--- config.mk ---
export PLATFORM = sky130hd
export DESIGN_NAME = serial_adder_flat
export DESIGN_NICKNAME = d
export VERILOG_FILES = /design/src/rtl/serial_adder_if.sv /design/src/rtl/serial_adder.sv /design/src/flat_wrapper.sv
export SDC_FILE = /design/constraint.sdc
export NUM_CORES = 1
export LEC_CHECK = 0
export BUFFER_PORTS_ARGS = -buffer_cell sky130_fd_sc_hd__clkbuf_2
export CORE_MARGIN = 1.5
export CORE_UTILIZATION = 51
export DETAILED_ROUTE_END_ITERATION = 6
export HOLD_SLACK_MARGIN = 0.06
export PLACE_DENSITY = 0.75
export SYNTH_ARGS = -nofsm -noshare
export SYNTH_HDL_FRONTEND = slang
export SYNTH_SLANG_ARGS = --single-unit
--- constraint.sdc ---
create_clock -name clk -period 1.8 [get_ports clk]
set_input_delay 0.18 -clock clk [delete_from_list [all_inputs] [get_ports clk]]
set_output_delay 0.18 -clock clk [all_outputs]
set_load 0.01 [all_outputs]
--- src/rtl/serial_adder_if.sv ---
// Request/response bundle for the bit-serial adder.
// SERIAL_ADDER_SUB_EN adds the sub request bit.
interface serial_adder_if #(
    parameter int WIDTH = 8
);
    logic             start;
    logic [WIDTH-1:0] a;
    logic [WIDTH-1:0] b;
`ifdef SERIAL_ADDER_SUB_EN
    logic             sub;
`endif
    logic             busy;
    logic             done;
    logic [WIDTH-1:0] sum;
    logic             carry;

`ifdef SERIAL_ADDER_SUB_EN
    modport master (output start, a, b, sub, input busy, done, sum, carry);
    modport slave  (input start, a, b, sub, output busy, done, sum, carry);
`else
    modport master (output start, a, b, input busy, done, sum, carry);
    modport slave  (input start, a, b, output busy, done, sum, carry);
`endif
endinterface

--- src/rtl/serial_adder.sv ---
// Bit-serial LSB-first adder: one full-adder cell plus carry flop, WIDTH cycles per result.
// Define SERIAL_ADDER_SUB_EN to add a subtract mode (carry then reports borrow).
module serial_adder #(
    parameter int WIDTH = 8
) (
    input logic           clk,
    input logic           rst_n,
    serial_adder_if.slave bus
);
    localparam int CW = (WIDTH > 1) ? $clog2(WIDTH) : 1;

    typedef enum logic [1:0] {IDLE, SHIFT, DONE} state_t;

    state_t           state, state_nxt;
    logic [WIDTH-1:0] a_sr, b_sr, res_sr, sum_q;
    logic [CW-1:0]    cnt;
    logic             c, carry_q, sub_q, sub_in;
    logic             accept, last, b0, s, c_nxt;

`ifdef SERIAL_ADDER_SUB_EN
    assign sub_in = bus.sub;
`else
    assign sub_in = 1'b0;
`endif

    assign accept = bus.start && (state == IDLE || state == DONE);
    assign last   = (cnt == CW'(WIDTH - 1));

    // Subtract is a + ~b + 1: invert b per bit, the +1 comes from the preset carry.
    assign b0    = b_sr[0] ^ sub_q;
    assign s     = a_sr[0] ^ b0 ^ c;
    assign c_nxt = (a_sr[0] & b0) | (c & (a_sr[0] ^ b0));

    always_comb begin
        state_nxt = state;
        case (state)
            IDLE, DONE: state_nxt = bus.start ? SHIFT : IDLE;
            SHIFT:      if (last) state_nxt = DONE;
            default:    state_nxt = IDLE;
        endcase
    end

    always_ff @(posedge clk) begin
        if (!rst_n) begin
            state   <= IDLE;
            a_sr    <= '0;
            b_sr    <= '0;
            res_sr  <= '0;
            sum_q   <= '0;
            cnt     <= '0;
            c       <= 1'b0;
            carry_q <= 1'b0;
            sub_q   <= 1'b0;
        end else begin
            state <= state_nxt;
            if (accept) begin
                a_sr   <= bus.a;
                b_sr   <= bus.b;
                res_sr <= '0;
                c      <= sub_in;
                sub_q  <= sub_in;
                cnt    <= '0;
            end else if (state == SHIFT) begin
                a_sr   <= a_sr >> 1;
                b_sr   <= b_sr >> 1;
                res_sr <= {s, res_sr[WIDTH-1:1]};
                c      <= c_nxt;
                if (last) begin
                    // Result registers only move here, so they stay stable through SHIFT.
                    sum_q   <= {s, res_sr[WIDTH-1:1]};
                    carry_q <= c_nxt ^ sub_q;
                end else begin
                    cnt <= cnt + 1'b1;
                end
            end
        end
    end

    assign bus.busy  = (state == SHIFT);
    assign bus.done  = (state == DONE);
    assign bus.sum   = sum_q;
    assign bus.carry = carry_q;
endmodule
--- src/flat_wrapper.sv ---
// flat-port wrapper written by rule: the top's interface ports become plain ports
module serial_adder_flat 
#(
    parameter int WIDTH = 8
)
  (clk, rst_n, bus_start, bus_a, bus_b, bus_busy, bus_done, bus_sum, bus_carry);
  serial_adder_if #(.WIDTH(WIDTH)) bus_i ();
  input logic clk;
  input logic rst_n;
  input wire logic [$bits(bus_i.start)-1:0] bus_start;
  input wire logic [$bits(bus_i.a)-1:0] bus_a;
  input wire logic [$bits(bus_i.b)-1:0] bus_b;
  output wire logic [$bits(bus_i.busy)-1:0] bus_busy;
  output wire logic [$bits(bus_i.done)-1:0] bus_done;
  output wire logic [$bits(bus_i.sum)-1:0] bus_sum;
  output wire logic [$bits(bus_i.carry)-1:0] bus_carry;
  assign bus_i.start = bus_start;
  assign bus_i.a = bus_a;
  assign bus_i.b = bus_b;
  assign bus_busy = bus_i.busy;
  assign bus_done = bus_i.done;
  assign bus_sum = bus_i.sum;
  assign bus_carry = bus_i.carry;
  serial_adder #(.WIDTH(WIDTH)) u_core (.clk(clk), .rst_n(rst_n), .bus(bus_i));
endmodule
==> results by group, run 1 <==
Critical path
  • CP Launch Type: flip-flop
  • CP Cell Sequence: nand2b_1, inv_6, clkbuf_2
  • Crit. End Element: output pin
  • Worst EP arrival: 1.36 ns
  • Crit path buf inv count: 2
  • Worst path slowest cell: dfxtp_1
  • Crit path max-delay family: flip-flops
  • WS Path Type: reg -> out
  • R2r startpoint: u_core.cnt[0]
  • Max Fanout on Critical Path: 33
  • CP Launch Point: u_core.state[0]
  • Crit-path max cell delay: 0.42 ns
  • WP data required: 1.62 ns

STA
  • Final period util: 85.5%
  • Hold WS: 0.0643 ns
  • FMAX: 650 MHz
  • Setup TNS: 0 ns
  • Slew @ Worst Pin: 0.458 ns
  • Final Setup Violations: 0
  • Final setup skew: 0.00726 ns
  • Worst Slack Setup Final: 0.261 ns
  • Fin. max-slew vios: 0
  • Post-layout minimum cycle time: 1.54 ns
  • Final hold vios: 0
  • Relative slew slack: 69.4%
  • Unrepaired setup endpoints after global routing: false

Synth
  • Mean area per synthesized cell: 8.66 sq um
  • Synth top area cells: dfxtp_1, nand2_1, o221ai_1, a21oi_1, nand3_1
  • Post-synthesis cell type count: 26
  • Ys flop type: dfxtp_1
  • Async set-reset flop share out of synthesis: 0%
  • Syn Std Cell Area: 0.00155 sq mm
  • Area share of the largest cell type after synthesis: 49.1%
  • Post-synthesis cell count: 179
  • Number of flops mapped to enable cells by yosys: 0
  • FF+latch count, synth: 38
  • Syn Nets: 201
  • Ys Warns: 0
  • Share of the yosys chip area belonging to registers: 49.1%
  • Cell taking the most area after synthesis: dfxtp_1

Floorplan
  • Die W: 58.1 um
  • Die H: 58.1 um
  • Core area: 0.00283 sq mm
  • Ports: 30
  • Site Rows: 19
  • Initial Utilization: 54.8%
  • Die Footprint: 0.00338 sq mm

Global route
  • First-pass GRT wire length: 5410 um
  • Largest net degree at the start of global routing: 34
  • Grt ovf: 0
  • Initial antenna violation count: 0
  • Vias in the first global route: 1,299
  • All-Layer GR Usage: 21.2%

Placement
  • Dpl ws: 0.136 ns
  • IO buf count: 29
  • Post-DP HPWL: 2270 um
  • Routability cong.: 0.764

Status
  • Outcome: complete, no violations

Clock tree
  • Root Buffer: clkbuf_4
  • Clock-pin slew on the worst setup and hold paths: 0.11 ns
  • Sink Count: 38
  • Worst-case clock buffer depth: 2
  • Inserted Clock Buffers: 5
  • CTS tree: done
  • Clk_lat worst skew: 0.34 ns
  • Htree depth: 2

Routing
  • Routed WL: 3170 um
  • 1st-iter DRT viols: 63
  • Via/cell ratio: 5.59
  • DRC Markers: 0
  • 1st-pass router iterations: 4
  • Vias: 1,336
  • Antenna Nets Post-Route: 0
  • Routed WL per cell: 13.3 um

Final layout
  • Share of cells above drive strength 1: 21.2%
  • Final #Nets: 229
  • Fin util: 61.7%
  • Most frequent cells in the layout: nand2_1, dfxtp_1, clkbuf_2
  • Synth-to-Final Area Change: 12.6%
  • ANT cells: 0
  • Most common cell after layout, fill and taps aside: nand2_1

Pwr
  • Maximum vdd drop: 0.000424 V
  • PwrDens: 883 mW/mm^2
  • P_leak: 0.681 nW

Flow run
  • Maxcap violations: 0

Min path
  • HP Start: bus_b[7]
  • Worst Hold Class: in -> reg
## worst min-delay path, delay by kind of cell
kind                   cells  cell delay [ns]
AOI/OAI and AO/OA          1             0.06
buffers and inverters      1             0.08
and+or+nand+nor            1             0.04
## sequential cells by signal, indices dropped and copies added, names as in the netlist
name	flops
u_core.c	1
u_core.a_sr	8
u_core.state	2
u_core.bus.sum	8
u_core.res_sr	7
u_core.cnt	3
u_core.bus.carry	1
u_core.b_sr	8
## through the flow
stage	total power [mW]	cell area, sq um	std cells
final	1.54	1750	239
after global routing	1.61	1750	239
after CTS	1.55	1740	239
after detailed placement	1.10	1670	230
after global placement	1.09	1670	230
after floorplan	1.06	1550	179
## worst paths after layout
kind,to,depth (start not counted),slack [ns]
worst max-delay path,bus_busy,3,0.26
worst min register to register,u_core.a_sr[7],2,0.46
worst min-delay path,u_core.b_sr[7],3,0.06
worst max register to register,u_core.bus.sum[6],5,0.28
## what timing repair did
| item | CTS | global route |
|---|---|---|
| resized for setup | 0 | 1 |
| endpoints found under the setup margin | 0 | 9 |
| hold buffers | 1 | 0 |
| buffers inserted | 0 | 0 |
| endpoints found under the hold margin | 1 | 0 |
## cell usage after synthesis, types with 2 or more instances
cell type,count
nand2_1,44
dfxtp_1,38
a21oi_1,11
nand3_1,11
nor2_1,8
o21ai_0,8
a21boi_1,7
nor3_1,7
o221ai_1,7
a31oi_1,6
a21boi_0,4
buf_2,4
buf_6,4
buf_4,3
clkbuf_1,3
ha_1,2
nand2b_1,2
nor2b_1,2
## where the power goes
group	total (mW)	switching (mW)	internal (mW)
Combinational	0.176	0.102	0.0738
Clock	0.465	0.275	0.189
Sequential	0.901	0.0225	0.879
## kinds of logic (layout without fill, tap and decap cells)
| kind of cell | Yosys count | after routing | synth area share (%) |
|---|---|---|---|
| AOI/OAI and AO/OA | 45 | 45 | 18.8 |
| xor gates and xnor gates | 1 | 1 | 0.565 |
| adders and majority gates | 3 | 3 | 2.91 |
| buffers and inverters | 15 | 44 | 6.94 |
| DFF | 38 | 38 | 49.1 |
| and+or+nand+nor | 77 | 77 | 21.7 |
## per-layer routing
layer,GRT usage (%),part of all wire (%),up-vias
met5,0,0,-
met4,10.3,2.0,0
met3,7.81,5.0,10
met2,33.8,50,37
met1,25.4,43,618
li1,-,-,671
## final cells by class
class	count	area [sq um]
clock buffer	7	55.1
multi-input combinational	126	684
timing repair buffer	35	193
clock inverter	1	5.00
fill	255	1080
inverter	1	8.76
tap	31	38.8
sequential	38	761
(Power assumes the default switching activity.)
==> run 2, diff against run 1 <==
--- a/config.mk
+++ b/config.mk
@@ -9,8 +9,9 @@
 export CORE_MARGIN = 1.5
 export CORE_UTILIZATION = 51
 export DETAILED_ROUTE_END_ITERATION = 6
+export GPL_ROUTABILITY_DRIVEN = 0
 export HOLD_SLACK_MARGIN = 0.06
-export PLACE_DENSITY = 0.75
+export PLACE_DENSITY = 0.71
 export SYNTH_ARGS = -nofsm -noshare
 export SYNTH_HDL_FRONTEND = slang
 export SYNTH_SLANG_ARGS = --single-unit
==> run 2 against run 1 <==
Compared with the run above:
- final area up 1.4%
- setup slack worse by 0.0071 ns
- non-clock buffer count unchanged
- routed wire length decreased by 3.1%
- hold slack improved by 0.072 ns
- largest cell class unchanged
- largest power group unchanged
- highest routed layer unchanged
==> results by group, run 2 (synthesis gave the netlist of run 1 again) <==
Status
  • Outcome: complete, no violations

Clock tree
  • Htree depth: 2 (unchanged)
  • Clock-pin slew on the worst setup and hold paths: 0.10 ns (about the same)
  • Worst-case clock buffer depth: 2 (unchanged)
  • Root Buffer: clkbuf_4
  • Post-CTS Setup Bufs: 0 (unchanged)
  • Sink Count: 38 (unchanged)
  • CTS tree: done
  • Clk_lat worst skew: 0.34 ns (about the same)
  • Inserted Clock Buffers: 5 (unchanged)

Routing
  • Vias: 1,320 (-1.2%)
  • DRC Markers: 0 (unchanged)
  • Routed WL per cell: 12.9 um (-2.7%)
  • 1st-pass router iterations: 6 (+2)
  • Routed WL: 3070 um (-3.1%)
  • Via/cell ratio: 5.55 (-0.78%)
  • 1st-iter DRT viols: 70 (+11%)
  • Antenna Nets Post-Route: 0 (unchanged)

Final layout
  • Most common cell after layout, fill and taps aside: nand2_1
  • Share of cells above drive strength 1: 20.8% (-0.38 points)
  • Most frequent cells in the layout: nand2_1, dfxtp_1, clkbuf_2
  • FILL cells: 242 (-5.1%)
  • Non-filler instance count after layout: 238 (-0.42%)
  • Final #Nets: 229 (unchanged)
  • ANT cells: 0 (unchanged)
  • Synth-to-Final Area Change: 14.1%

Placement
  • IO buf count: 29 (unchanged)
  • Placed insts: 229 (-0.43%)
  • Post-DP HPWL: 2070 um (-8.7%)
  • Dpl ws: 0.126 ns (-0.0105 ns)

Critical path
  • Crit. End Element: output pin
  • Worst EP arrival: 1.37 ns (about the same)
  • R2R setup slack: 0.26 ns (-0.02 ns)
  • WS Path Type: reg -> out
  • FF-to-FF path depth: 5 (unchanged)
  • CP Launch Type: flip-flop
  • CP Launch Point: u_core.state[0]
  • Crit path to: bus_busy
  • WP data required: 1.62 ns (about the same)
  • Worst reg2reg endpoint: u_core.bus.sum[6]
  • Max Fanout on Critical Path: 33 (unchanged)
  • R2r startpoint: u_core.cnt[0]

Floorplan
  • Die H: 58.1 um (unchanged)
  • Initial Utilization: 54.8% (unchanged)
  • Ports: 30 (unchanged)
  • Die Footprint: 0.00338 sq mm (unchanged)
  • Core area: 0.00283 sq mm (unchanged)
  • Die W: 58.1 um (unchanged)
  • Site Rows: 19 (unchanged)

STA
  • Unrepaired setup endpoints after global routing: false
  • Setup TNS: 0 ns (unchanged)
  • Slew @ Worst Pin: 0.384 ns (-0.0745 ns)
  • Final period util: 85.9% (+0.39 points)
  • Final Setup Violations: 0 (unchanged)
  • FMAX: 647 MHz (-0.46%)
  • Fin. max-slew vios: 0 (unchanged)
  • Final hold vios: 0 (unchanged)
  • Final setup skew: 0.00675 ns (-0.000505 ns)
  • Relative slew slack: 74.3% (+4.9 points)
  • Post-layout minimum cycle time: 1.55 ns (+0.00706 ns)
  • Worst Slack Setup Final: 0.254 ns (-0.00706 ns)

Min path
  • Worst Hold Class: in -> reg

Pwr
  • PwrDens: 940 mW/mm^2 (+6.4%)
  • Clock share of power: 35.3% (+5.2 points)
  • Net Sw Power: 0.389 mW (-2.8%)
  • P_leak: 0.690 nW (+1.3%)
  • Overall Power: 1.66 mW (+7.8%)
  • Sw frac: 23.4% (-2.6 points)
  • Internal: 1.27 mW (+12%)
  • Sequential share of power: 54.2% (-4.2 points)
  • Comb power frac: 10.5% (-0.9 points)
  • Maximum vdd drop: 0.000489 V (+15%)

Global route
  • All-Layer GR Usage: 20.7% (-0.59 points)
  • Grt ovf: 0 (unchanged)
  • Initial antenna violation count: 0 (unchanged)
  • First-pass GRT wire length: 5310 um (-1.9%)
  • Vias in the first global route: 1,236 (-4.8%)
  • Largest net degree at the start of global routing: 34 (unchanged)

Flow run
  • Maxcap violations: 0 (unchanged)
run 2: how the worst min path moves through the flow:
stage	slack, ns	cells after the start	end	start
floorplan	0.31	2	u_core.a_sr[7]	bus_a[7]
global placement	0.40	3	u_core.a_sr[7]	bus_a[7]
detailed placement	0.41	3	u_core.a_sr[7]	bus_a[7]
CTS	0.12	3	u_core.b_sr[2]	bus_b[2]
global route	0.14	3	u_core.b_sr[1]	bus_b[1]
finish	0.14	3	u_core.a_sr[4]	bus_a[4]
run 2: repair_timing:
action	CTS	global route
endpoints found under the setup margin	0	9
hold endpoints to repair	2	0
hold buffers	2	0
resized for setup	0	1
run 2: metrics by stage:
stage	area (sq um)	hold WS (ns)	util, %
final	1770	0.136	62.5
after global routing	1770	0.136	62.5
after CTS	1770	0.123	62.5
after detailed placement	1670	0.408	58.9
after global placement	1670	0.401	58.9
after floorplan	1550	0.312	-
run 2: power groups by stage:
stage	logic (mW)	registers [mW]	clock network [mW]
floorplan	0.142	0.914	0
global placement	0.165	0.918	0
detailed placement	0.172	0.920	0
CTS	0.176	0.901	0.605
global route	0.199	0.907	0.633
finish	0.175	0.901	0.586
run 2: area by class of cell:
cell class              instances  area [sq um]  share of cell area, %
clock buffers                   6          51.3                   2.90
clock inverters                 1          30.0                   1.70
inverters                       1          8.76                  0.495
multi-input cells             126           684                   38.7
flip-flops and latches         38           761                   43.0
well taps                      31          38.8                   2.19
repair buffers                 35           195                   11.0
run 2: critical path: stages (launching register included):
cell and delay (ns):
dfxtp_1 0.42, nand2b_1 0.18, inv_6 0.23, clkbuf_2 0.18
run 2: per-layer routing:
layer	GRT usage (%)	vias to the layer above	wire [um]	part of all wire, %
met5	0	-	0	0
met4	8.97	0	57	1.9
met3	4.69	7	128	4.2
li1	-	675	-	-
met2	34.7	31	1510	49
met1	25.3	607	1380	45
==> run 3, diff against run 2 <==
--- a/config.mk
+++ b/config.mk
@@ -6,11 +6,13 @@
 export NUM_CORES = 1
 export LEC_CHECK = 0
 export BUFFER_PORTS_ARGS = -buffer_cell sky130_fd_sc_hd__clkbuf_2
+export CORE_ASPECT_RATIO = 1.75
 export CORE_MARGIN = 1.5
 export CORE_UTILIZATION = 51
 export DETAILED_ROUTE_END_ITERATION = 6
 export GPL_ROUTABILITY_DRIVEN = 0
 export HOLD_SLACK_MARGIN = 0.06
+export MAX_ROUTING_LAYER = met4
 export PLACE_DENSITY = 0.71
 export SYNTH_ARGS = -nofsm -noshare
 export SYNTH_HDL_FRONTEND = slang
==> run 3 against run 2 <==
Compared with the run above:
- register-to-register slack better by 0.07 ns
- sequential share of layout area down 0.51 points
- first-iteration DRC count fell by 64%
- critical path type unchanged
==> results by group, run 3 (synthesis gave the netlist of run 1 again) <==
STA
  • Fin. max-slew vios: 0 (unchanged)
  • Final hold vios: 0 (unchanged)
  • Slew @ Worst Pin: 0.378 ns (-0.00628 ns)
  • Relative slew slack: 74.8% (+0.42 points)
  • Final setup skew: 0.00463 ns (-0.00213 ns)
  • Post-layout minimum cycle time: 1.50 ns (-0.0488 ns)
  • Unrepaired setup endpoints after global routing: false
  • FMAX: 668 MHz (+3.3%)
  • Final Setup Violations: 0 (unchanged)
  • Setup TNS: 0 ns (unchanged)
  • Final period util: 83.2% (-2.7 points)

Critical path
  • Worst reg2reg endpoint: u_core.cnt[0]
  • Max Fanout on Critical Path: 33 (unchanged)
  • Worst EP arrival: 1.32 ns (-0.05 ns)
  • WP data required: 1.62 ns (about the same)
  • FF-to-FF path depth: 5 (unchanged)
  • CP Launch Type: flip-flop
  • Crit-path max cell delay: 0.42 ns (about the same)
  • R2R setup slack: 0.33 ns (+0.07 ns)
  • WS Path Type: reg -> out
  • Crit. End Element: output pin
  • R2r startpoint: u_core.cnt[0]
  • Crit path buf inv count: 2 (unchanged)
  • CP Depth: 3 (unchanged)
  • Crit path max-delay family: flip-flops
  • Worst path slowest cell: dfxtp_1
  • CP Cell Sequence: nand2b_1, inv_6, clkbuf_2

Routing
  • Via/cell ratio: 5.67 (+2.2%)
  • 1st-iter DRT viols: 25 (-64%)
  • Antenna Nets Post-Route: 0 (unchanged)
  • DRC Markers: 0 (unchanged)
  • Vias: 1,338 (+1.4%)
  • Routed WL per cell: 13.3 um (+2.7%)
  • Routed WL: 3130 um (+1.9%)
  • 1st-pass router iterations: 4 (-2)

Final layout
  • Most common cell after layout, fill and taps aside: nand2_1
  • Most frequent cells in the layout: nand2_1, dfxtp_1, clkbuf_2
  • Final #Nets: 229 (unchanged)
  • Non-filler instance count after layout: 236 (-0.84%)
  • Synth-to-Final Area Change: 15.5%
  • Share of cells above drive strength 1: 21.6% (+0.86 points)
  • ANT cells: 0 (unchanged)

Placement
  • Placed insts: 228 (-0.44%)
  • IO buf count: 29 (unchanged)
  • Post-DP HPWL: 2290 um (+10%)

Global route
  • Met3 Use GR: 5.71% (+1.0 points)
  • GR peak layer: met2
  • Initial antenna violation count: 0 (unchanged)
  • Grt ovf: 0 (unchanged)
  • All-Layer GR Usage: 22.4% (+1.8 points)
  • Vias in the first global route: 1,304 (+5.5%)
  • Largest net degree at the start of global routing: 34 (unchanged)
  • First-pass GRT wire length: 5570 um (+4.9%)
  • Met2 global-route usage: 39.0% (+4.2 points)
  • Met1 Use GR: 22.0% (-3.4 points)

Floorplan
  • Die Footprint: 0.00339 sq mm (+0.38%)
  • Die H: 75.9 um (+31%)
  • Die W: 44.7 um (-23%)
  • Initial Utilization: 53.5% (-1.3 points)
  • Core area: 0.00290 sq mm (+2.3%)
  • Ports: 30 (unchanged)
  • Site Rows: 26 (+7)

Min path
  • WHS Endpoint: u_core.a_sr[7]
  • HP Start: bus_a[7]
  • Worst hold stages: 3 (unchanged)
  • Worst Hold Class: in -> reg

Clock tree
  • Hold Buf Count CTS: 0 (-2)
  • Resize count post-CTS: 0 (unchanged)
  • Clk_lat worst skew: 0.30 ns (-0.04 ns)
  • Inserted Clock Buffers: 5 (unchanged)
  • Sink Count: 38 (unchanged)
  • Root Buffer: clkbuf_8
  • CTS tree: done
  • Htree depth: 2 (unchanged)
  • Worst-case clock buffer depth: 2 (unchanged)
  • Post-CTS Setup Bufs: 0 (unchanged)
  • Clock-pin slew on the worst setup and hold paths: 0.08 ns (-0.02 ns)

Pwr
  • Maximum vdd drop: 0.000785 V (+61%)
  • PwrDens: 1010 mW/mm^2 (+7.3%)
  • P_leak: 0.700 nW (+1.6%)

Status
  • Outcome: complete, no violations

Flow run
  • Maxcap violations: 0 (unchanged)
[run 3: changes by cell type in the layout (fill, tap and decap cells not counted)]
cell / change
clkbuf_4: -5
ha_2: -1
clkbuf_8: +4
clkinvlp_4: +2
buf_4: +2
ha_1: +1
dlygate4sd3_1: -2
[run 3: worst min-delay path: stages]
cell and delay (ns):
clkbuf_2 0.08, nand2_1 0.04, a21oi_1 0.05
[run 3: worst max path at each step]
stage               startpoint           endpoint  slack, ns
2_1_floorplan    u_core.cnt[0]      u_core.cnt[0]       0.53
5_1_grt          u_core.cnt[0]  u_core.bus.sum[0]       0.20
4_1_cts        u_core.state[0]           bus_busy       0.29
3_5_place_dp     u_core.cnt[0]  u_core.bus.sum[0]       0.33
6_report       u_core.state[0]           bus_busy       0.30
3_3_place_gp     u_core.cnt[0]   u_core.bus.carry       0.45
[run 3: final cells by class]
type | count | area [sq um]
repair buffers | 35 | 190
clock inverters | 3 | 45.0
well taps | 28 | 35.0
flip-flops and latches | 38 | 761
inverters | 1 | 8.76
fillers | 275 | 1100
multi-input cells | 126 | 682
clock buffers | 5 | 68.8
[run 3: power by group]
group,switching [mW],internal [mW]
clock network,0.318,0.412
logic,0.102,0.0714
registers,0.0231,0.878
[run 3: per-layer routing]
| metal | vias up | share of wire, % |
|---|---|---|
| met5 | - | 0 |
| met4 | 0 | 2.4 |
| met3 | 6 | 4.2 |
| met2 | 29 | 56 |
| met1 | 630 | 38 |
| li1 | 673 | - |
[run 3: stage by stage]
| stage | cell area [sq um] | utilization, % | total power, mW | worst slack [ns] | hold WS (ns) |
|---|---|---|---|---|---|
| 6_report | 1790 | 61.8 | 1.80 | 0.303 | 0.0960 |
| 5_1_grt | 1790 | 61.8 | 1.88 | 0.204 | 0.122 |
| 3_5_place_dp | 1680 | 57.9 | 1.09 | 0.328 | 0.412 |
| 3_3_place_gp | 1680 | 57.9 | 1.09 | 0.451 | 0.402 |
| 4_1_cts | 1790 | 61.8 | 1.83 | 0.290 | 0.0893 |
| 2_1_floorplan | 1550 | - | 1.06 | 0.530 | 0.312 |
